**src/rtl/bias_add_stage_if.sv**
```systemverilog
// rtl/bias_add_stage_if.sv - stream and bias bus bundle for bias_add_stage
interface bias_add_stage_if #(
  parameter int N_adder_tree = 16,
  parameter int ACC_W        = 24,
  parameter int OUT_W        = 18
);
  logic [N_adder_tree*18-1:0]    bias_q;
  logic [N_adder_tree*ACC_W-1:0] in_data;
  logic                          in_valid;
  logic                          in_ready;
  logic [N_adder_tree*OUT_W-1:0] out_data;
  logic                          out_valid;
  logic                          out_ready;
  logic                          out_last;
  logic [N_adder_tree-1:0]       sat_flag;

  // Producer/consumer side (adder trees, bias bank and downstream buffer)
  modport master (
    output bias_q, in_data, in_valid, out_ready,
    input  in_ready, out_data, out_valid, out_last, sat_flag
  );

  // Bias-add stage side
  modport slave (
    input  bias_q, in_data, in_valid, out_ready,
    output in_ready, out_data, out_valid, out_last, sat_flag
  );
endinterface

```
**src/rtl/bias_add_stage.sv**
```systemverilog
// rtl/bias_add_stage.sv - two-stage bias add, saturate to OUT_W, optional ReLU (BIAS_ADD_RELU_EN)
module bias_add_stage #(
  parameter int N_adder_tree  = 16,
  parameter int ACC_W         = 24,
  parameter int OUT_W         = 18,
  parameter int PIX_PER_FRAME = 1024
) (
  input  logic              clk,
  input  logic              rst_n,
  bias_add_stage_if.slave   bus
);
  localparam int BIAS_W = 18;
  localparam int SUM_W  = ACC_W + 1;
  localparam int CNT_W  = (PIX_PER_FRAME > 1) ? $clog2(PIX_PER_FRAME) : 1;
  localparam logic [CNT_W-1:0] LAST_CNT = CNT_W'(PIX_PER_FRAME - 1);

  // Clip limits expressed at the full sum width so the compare is exact
  localparam logic signed [SUM_W-1:0] SAT_MAX = {{(SUM_W-OUT_W+1){1'b0}}, {(OUT_W-1){1'b1}}};
  localparam logic signed [SUM_W-1:0] SAT_MIN = {{(SUM_W-OUT_W+1){1'b1}}, {(OUT_W-1){1'b0}}};

  logic                              adv1;
  logic                              adv2;
  logic                              s1_valid;
  logic [N_adder_tree-1:0][SUM_W-1:0] s1_sum;
  logic [N_adder_tree-1:0][SUM_W-1:0] sum_next;
  logic                              s2_valid;
  logic [N_adder_tree*OUT_W-1:0]     s2_data;
  logic [N_adder_tree-1:0]           s2_sat;
  logic [N_adder_tree*OUT_W-1:0]     sat_data;
  logic [N_adder_tree-1:0]           sat_hit;
  logic [CNT_W-1:0]                  cnt;

  // S2 moves when empty or drained; S1 moves when empty or S2 moves
  assign adv2 = !s2_valid || bus.out_ready;
  assign adv1 = !s1_valid || adv2;

  assign bus.in_ready  = adv1;
  assign bus.out_valid = s2_valid;
  assign bus.out_data  = s2_data;
  assign bus.sat_flag  = s2_sat;
  assign bus.out_last  = s2_valid && (cnt == LAST_CNT);

  for (genvar i = 0; i < N_adder_tree; i++) begin : g_lane
    logic signed [SUM_W-1:0] lane_in;
    logic signed [SUM_W-1:0] lane_bias;
    logic signed [SUM_W-1:0] lane_sum;
    logic [OUT_W-1:0]        lane_clip;
    logic                    lane_hi;
    logic                    lane_lo;

    // One guard bit above ACC_W is enough: the bias is never wider than the lane sum
    assign lane_in   = {bus.in_data[ACC_W*i+ACC_W-1], bus.in_data[ACC_W*i +: ACC_W]};
    assign lane_bias = {{(SUM_W-BIAS_W){bus.bias_q[BIAS_W*i+BIAS_W-1]}}, bus.bias_q[BIAS_W*i +: BIAS_W]};
    assign sum_next[i] = lane_in + lane_bias;

    assign lane_sum  = s1_sum[i];
    assign lane_hi   = lane_sum > SAT_MAX;
    assign lane_lo   = lane_sum < SAT_MIN;
    assign lane_clip = lane_hi ? SAT_MAX[OUT_W-1:0] :
                       lane_lo ? SAT_MIN[OUT_W-1:0] : lane_sum[OUT_W-1:0];
    assign sat_hit[i] = lane_hi || lane_lo;

`ifdef BIAS_ADD_RELU_EN
    // ReLU after the clip; the flag keeps reporting the clip itself
    assign sat_data[OUT_W*i +: OUT_W] = lane_clip[OUT_W-1] ? '0 : lane_clip;
`else
    assign sat_data[OUT_W*i +: OUT_W] = lane_clip;
`endif
  end

  // S1: register the full-width biased sums on an input-side advance
  always_ff @(posedge clk or negedge rst_n) begin
    if (!rst_n) begin
      s1_valid <= 1'b0;
      s1_sum   <= '0;
    end else if (adv1) begin
      s1_valid <= bus.in_valid;
      if (bus.in_valid) begin
        s1_sum <= sum_next;
      end
    end
  end

  // S2: register clipped lanes and flags; held while downstream stalls
  always_ff @(posedge clk or negedge rst_n) begin
    if (!rst_n) begin
      s2_valid <= 1'b0;
      s2_data  <= '0;
      s2_sat   <= '0;
    end else if (adv2) begin
      s2_valid <= s1_valid;
      if (s1_valid) begin
        s2_data <= sat_data;
        s2_sat  <= sat_hit;
      end
    end
  end

  // Frame position: counts output handshakes, wraps at the last beat of a frame
  always_ff @(posedge clk or negedge rst_n) begin
    if (!rst_n) begin
      cnt <= '0;
    end else if (s2_valid && bus.out_ready) begin
      if (cnt == LAST_CNT) begin
        cnt <= '0;
      end else begin
        cnt <= cnt + 1'b1;
      end
    end
  end
endmodule

```
**src/flat_wrapper.sv**
```systemverilog
// flat-port wrapper written by rule: the top's interface ports become plain ports
module bias_add_stage_flat 
#(
  parameter int N_adder_tree  = 16,
  parameter int ACC_W         = 24,
  parameter int OUT_W         = 18,
  parameter int PIX_PER_FRAME = 1024
)
  (clk, rst_n, bus_bias_q, bus_in_data, bus_in_valid, bus_out_ready, bus_in_ready, bus_out_data, bus_out_valid, bus_out_last, bus_sat_flag);
  bias_add_stage_if #(.N_adder_tree(N_adder_tree), .ACC_W(ACC_W), .OUT_W(OUT_W)) bus_i ();
  input  logic clk;
  input  logic rst_n;
  input wire logic [$bits(bus_i.bias_q)-1:0] bus_bias_q;
  input wire logic [$bits(bus_i.in_data)-1:0] bus_in_data;
  input wire logic [$bits(bus_i.in_valid)-1:0] bus_in_valid;
  input wire logic [$bits(bus_i.out_ready)-1:0] bus_out_ready;
  output wire logic [$bits(bus_i.in_ready)-1:0] bus_in_ready;
  output wire logic [$bits(bus_i.out_data)-1:0] bus_out_data;
  output wire logic [$bits(bus_i.out_valid)-1:0] bus_out_valid;
  output wire logic [$bits(bus_i.out_last)-1:0] bus_out_last;
  output wire logic [$bits(bus_i.sat_flag)-1:0] bus_sat_flag;
  assign bus_i.bias_q = bus_bias_q;
  assign bus_i.in_data = bus_in_data;
  assign bus_i.in_valid = bus_in_valid;
  assign bus_i.out_ready = bus_out_ready;
  assign bus_in_ready = bus_i.in_ready;
  assign bus_out_data = bus_i.out_data;
  assign bus_out_valid = bus_i.out_valid;
  assign bus_out_last = bus_i.out_last;
  assign bus_sat_flag = bus_i.sat_flag;
  bias_add_stage #(.N_adder_tree(N_adder_tree), .ACC_W(ACC_W), .OUT_W(OUT_W), .PIX_PER_FRAME(PIX_PER_FRAME)) u_core (.clk(clk), .rst_n(rst_n), .bus(bus_i));
endmodule
```
**config.mk**
```make
export PLATFORM = sky130hd
export DESIGN_NAME = bias_add_stage_flat
export DESIGN_NICKNAME = d
export VERILOG_FILES = /design/src/rtl/bias_add_stage_if.sv /design/src/rtl/bias_add_stage.sv /design/src/flat_wrapper.sv
export SDC_FILE = /design/constraint.sdc
export NUM_CORES = 2
export LEC_CHECK = 0
export CAP_MARGIN = 10
export CORE_AREA = 2 2 377 379
export CTS_CLUSTER_SIZE = 24
export DETAILED_ROUTE_END_ITERATION = 6
export DIE_AREA = 0 0 379 381
export GPL_ROUTABILITY_DRIVEN = 0
export PLACE_DENSITY = 0.59
export REMOVE_ABC_BUFFERS = 1
export SYNTH_ARGS = -nofsm -noshare
export SYNTH_HDL_FRONTEND = slang
export SYNTH_SLANG_ARGS = --single-unit
```
**constraint.sdc**
```tcl
create_clock -name clk -period 2.39 [get_ports clk]
set_input_delay 0.717 -clock clk [delete_from_list [all_inputs] [get_ports clk]]
set_output_delay 0.717 -clock clk [all_outputs]
set_load 0.01 [all_outputs]
```
**After elaboration in Yosys (flattened, before gate mapping)**

Cells that the tools add are included.

- Word-level logic and storage cells: 128
- Register bits after elaboration: 716
- Output and inout port bits: 307

- Eq/ne operators: 1
- Reduce and logical (&&, ||, !) cells: 24
- Muxes and demuxes: 33
- $add $sub $neg: 17
- $lt $le $gt $ge: 32

Operators by type and width:

| operator | count |
|---|---|
| $mux W18 | 32 |
| $add A24 B18 Y25 | 16 |
| $gt A25 B18 Y1 const B | 16 |
| $lt A25 B18 Y1 const B | 16 |
| $logic_or A1 B1 Y1 | 18 |
| $add A10 B1 Y10 const B | 1 |
| $eq A10 B10 Y1 const B | 1 |
| $mux W10 | 1 |
| $reduce_and A2 Y1 | 2 |
| $logic_and A1 B1 Y1 | 2 |
| $logic_not A1 Y1 | 2 |

**Longest topological paths before layout**

- Word-level depth: 4
- Mapped depth: 11
- Gate-level depth less buffers: 11

**Least setup slack after synthesis**

Ideal clock, no wire load.

- Kind: in2reg
- From: input port bus_in_data[192]
- To: register u_core.s1_sum (netlist bit u_core.g_lane[8].lane_sum[22])
- Data required time: 2.257 ns
- Setup time: 0.133 ns
- Path slack: -0.944 ns
- Cell stages on the path: 11
- Data arrival time: 3.201 ns
- Cells stage by stage: ha_1 fa_1 a211oi_2 o21ai_1 a2111oi_2 o41ai_2 a221o_1 a2111oi_2 o21ai_1 xnor2_1 o21ai_0

- Longest elaborated chain between the ends: 1

Ends and longest elaborated chain:

| item | line | source |
|---|---|---|
| start: declaration | flat_wrapper.sv:14 | `input wire logic [$bits(bus_i.in_data)-1:0] bus_in_data;` |
| $add A24 B18 Y25 | bias_add_stage.sv:54 | `assign sum_next[i] = lane_in + lane_bias;` |
| end signal: assignment | bias_add_stage.sv:79 | `s1_sum <= sum_next;` |
| end: declaration | bias_add_stage.sv:24 | `logic [N_adder_tree-1:0][SUM_W-1:0] s1_sum;` |

Every way passes these cells.
A chain may end at the register's enable or synchronous reset.

**Worst setup path after layout**

- From: input port bus_bias_q[144]
- To: register u_core.s1_sum (netlist bit u_core.g_lane[8].lane_sum[22])

- Longest elaborated chain between the ends: 1

Ends and longest elaborated chain:

| item | line | source |
|---|---|---|
| start: declaration | flat_wrapper.sv:13 | `input wire logic [$bits(bus_i.bias_q)-1:0] bus_bias_q;` |
| $add A24 B18 Y25 | bias_add_stage.sv:54 |  |

Every way passes these cells.

==> summary.txt <==
Critical Path RT -> 2.96 ns
CP Capture Type -> register
drt total wl -> 181000 µm
warnings from Yosys -> 0
DR iter-0 viols -> 2618
worst-path cell chain -> buf_8 -> ha_4 -> fa_2 -> a211oi_4 -> o21ai_2 -> a2111oi_4 -> o41ai_2 -> a221o_1 -> a2111oi_2 -> o21ai_1 -> xnor2_1 -> o21ai_1
sequential share of the synthesized area -> 0.406
Static Leak -> 33.7 nW
critical path class -> in -> reg
library cells used by synthesis -> 75
worst path arrival time -> 3.32 ns
cell mode on critical path -> o21ai_1
met2 usage -> 0.392
post-route antenna net violation count -> 0
DPL Wire Length -> 141000 µm
Post-synth EDFFs -> 0
Worst Path Max Fanout -> 2
DRT Pass-1 Iters -> 5
CTS clk-pin slew, worst paths -> 0.06 ns
Main synth FF type -> dfrtp_1
DIE AREA -> 144000 µm²
Layout area overhead -> 66.1%
DP Area -> 65200 µm²
total gr overflow -> 0
area of the multi-input gates -> 29400 µm²
Final Cell Area -> 73300 µm²
Die Span X -> 379 µm
FFs w/ async S/R, synth -> 1.00
failing checks -> setup timing
IO buf count -> 982
Setup Skew -> 0.0559 ns
Slew headroom -> 0.671
final slew viol count -> 0
Syn Std Cell Area -> 44200 µm²
worst reg2reg startpoint -> u_core.s1_valid
number of placed cells counting well taps -> 8720
min-delay worst type -> in -> reg
Power Dens Cells -> 686 nW/µm²
most frequent cells in the layout -> 1201 x buf_4, 792 x nand2_1, 710 x dfrtp_1, 416 x clkdlybuf4s50_1, 366 x a21oi_1
startpoint type of the worst setup path -> input port
clock tree buffer depth -> 3
cell taking the most area after synthesis -> dfrtp_1
worst flop-to-flop path endpoint -> u_core.g_lane[11].lane_sum[24]
Avg Synthesized Cell Area -> 9.04 µm²
r2r setup slk -> 0.59 ns
Skew-Pair Late Insertion Delay -> 0.70 ns
largest family of logic cells by synthesized area -> compound AO/OA/AOI/OAI gates
peak-usage layer in the global routing report -> met2
row count -> 138
total CTS buffers -> 87
most common cell after layout, fill and taps aside -> buf_4
Nets -> 8157
register area -> 17900 µm²
Compound-Gate Fraction of Synth Area -> 0.239
fillcell total -> 12.8k
hold depth -> 4
layout cells sized above 1 -> 0.300
core area -> 141000 µm²
WHS -> 0.344 ns
worst hold start -> bus_in_data[192]
Peak VDD IR -> 0.562 mV
pre-CTS setup slack -> -1.79 ns
Reg2Reg Depth -> 8
crit-path leading delay family -> compound AO/OA/AOI/OAI gates
first-pass GRT wire length -> 268000 µm
WP buf/inv -> 1
die height -> 381 µm
starting density of the core -> 0.314
adder-cell share of the synthesized area -> 0.116
vias in the first global route -> 46.2k
Tcrit/Tclk final -> 1.15
cells after synthesis -> 4884
H-tree depth -> 3
Slew @ Worst Pin -> 0.490 ns
f_max -> 363 MHz
area share of and/or/nand/nor cells after synthesis -> 0.147
TritonCTS clock tree -> built
XOR/XNOR Fraction of Synth Area -> 0.0637
antenna violations before repair -> 48
met3 Use GR -> 0.0524
total track usage -> 0.239
Root Buffer -> clkbuf_16
Synth top area share -> 0.406
grt met1 use -> 0.298
I/O pin cnt -> 983
Tmin final -> 2.75 ns
Hold EP -> u_core.g_lane[8].lane_sum[0]
largest net degree at the start of global routing -> 63
via count -> 45.9k
ranking of synthesized cells by area -> dfrtp_1 41%, ha_1 11%, nand2_1 6.8%
CP peak stage delay -> 0.40 ns
setup TNS -> -5.69 ns
Max-Cap Viols -> 0
status -> complete, but fails checks
Via density -> 5.06
flops & latches, synth -> 716
PnR worst setup slack -> -0.364 ns
DRC Markers -> 0
mux contribution to synthesized area -> 0.00298
RSZ-0062 raised after global routing -> yes
fin cells -> 9077
Slowest cell on crit path -> fa_2
setup violators final -> 60
Final Hold Violating Endpoints -> 0
WL/cell -> 19.9 µm
CTS Sinks -> 716
[through the flow]
stage | total power [mW] | utilization
3_3_place_gp | 35.3 | 0.464
2_1_floorplan | 25.1 | -
4_1_cts | 49.9 | 0.506
3_5_place_dp | 35.6 | 0.464
5_1_grt | 53.1 | 0.522
6_report | 50.3 | 0.522
[synth_stat cells (all sizes together) (39+ instances only)]
library cell / n
dfrtp: 716
clkbuf: 168
xor2: 144
xnor2: 177
nand2: 799
o31ai: 39
nand3: 69
a211oi: 47
nand4: 54
nor3: 60
nor2: 335
o21bai: 54
ha: 385
a21o: 200
o21a: 39
inv: 107
a21oi: 449
o21ai: 487
a221o: 142
[sequential cells by signal (all words and copies together) (netlist names)]
register                cells
u_core.bus.out_data       288
u_core.bus.out_valid        1
u_core.bus.sat_flag        16
u_core.cnt                 10
u_core.g_lane.lane_sum    400
u_core.s1_valid             1
[how the worst max path moves through the flow]
stage	start	endpoint	slack (ns)	depth (start not counted)
2_1_floorplan	bus_out_ready	u_core.g_lane[3].lane_sum[24]	-10.40	4
3_3_place_gp	bus_bias_q[0]	u_core.g_lane[0].lane_sum[22]	-1.81	12
3_5_place_dp	bus_bias_q[0]	u_core.g_lane[0].lane_sum[22]	-1.79	12
4_1_cts	bus_bias_q[144]	u_core.g_lane[8].lane_sum[22]	-0.35	12
5_1_grt	bus_bias_q[144]	u_core.g_lane[8].lane_sum[22]	-0.45	12
6_report	bus_bias_q[144]	u_core.g_lane[8].lane_sum[22]	-0.36	12
[cell type report]
| cell class | instances | share of cell area |
|---|---|---|
| Sequential cell | 716 | 0.244 |
| Antenna cell | 34 | 0.00116 |
| Tap cell | 1890 | 0.0323 |
| Inverter | 107 | 0.00551 |
| Clock inverter | 41 | 0.00708 |
| Multi-Input combinational cell | 3879 | 0.401 |
| Timing Repair Buffer | 2289 | 0.275 |
| Clock buffer | 121 | 0.0339 |
[what timing repair did]
action / CTS / global route
endpoints found under the hold margin: 25 / 0
endpoints found under the setup margin: 478 / 179
pin swaps: 450 / 414
hold buffers: 1 / 0
setup buffers: 117 / 63
gates resized for setup: 1238 / 574
cloned: 0 / 0
[cell families after synthesis]
group / after synthesis
compound gates: 1640
simple gates: 1505
buf+inv: 289
fa+ha+maj: 401
flops: 716
xor+xnor: 321
mux: 12
[tightest hold or removal path: stages]
cell	delay [ns]
buf_6	0.07
ha_4	0.11
nand2_1	0.04
nand2_1	0.05
[metal layers]
| layer | part of all wire | vias to the layer above |
|---|---|---|
| li1 | - | 22100 |
| met1 | 0.42 | 22000 |
| met2 | 0.47 | 1324 |
| met3 | 0.066 | 389 |
| met4 | 0.045 | 10 |
| met5 | 0.00040 | - |
[power breakdown]
group	switching, mW	internal (mW)	leakage (nW)
Sequential	2.19	15.2	8.33
Clock	5.77	8.13	1.46
Combinational	9.40	9.63	23.9
Total	17.4	32.9	33.7
Power figures use the tool's default switching activity.
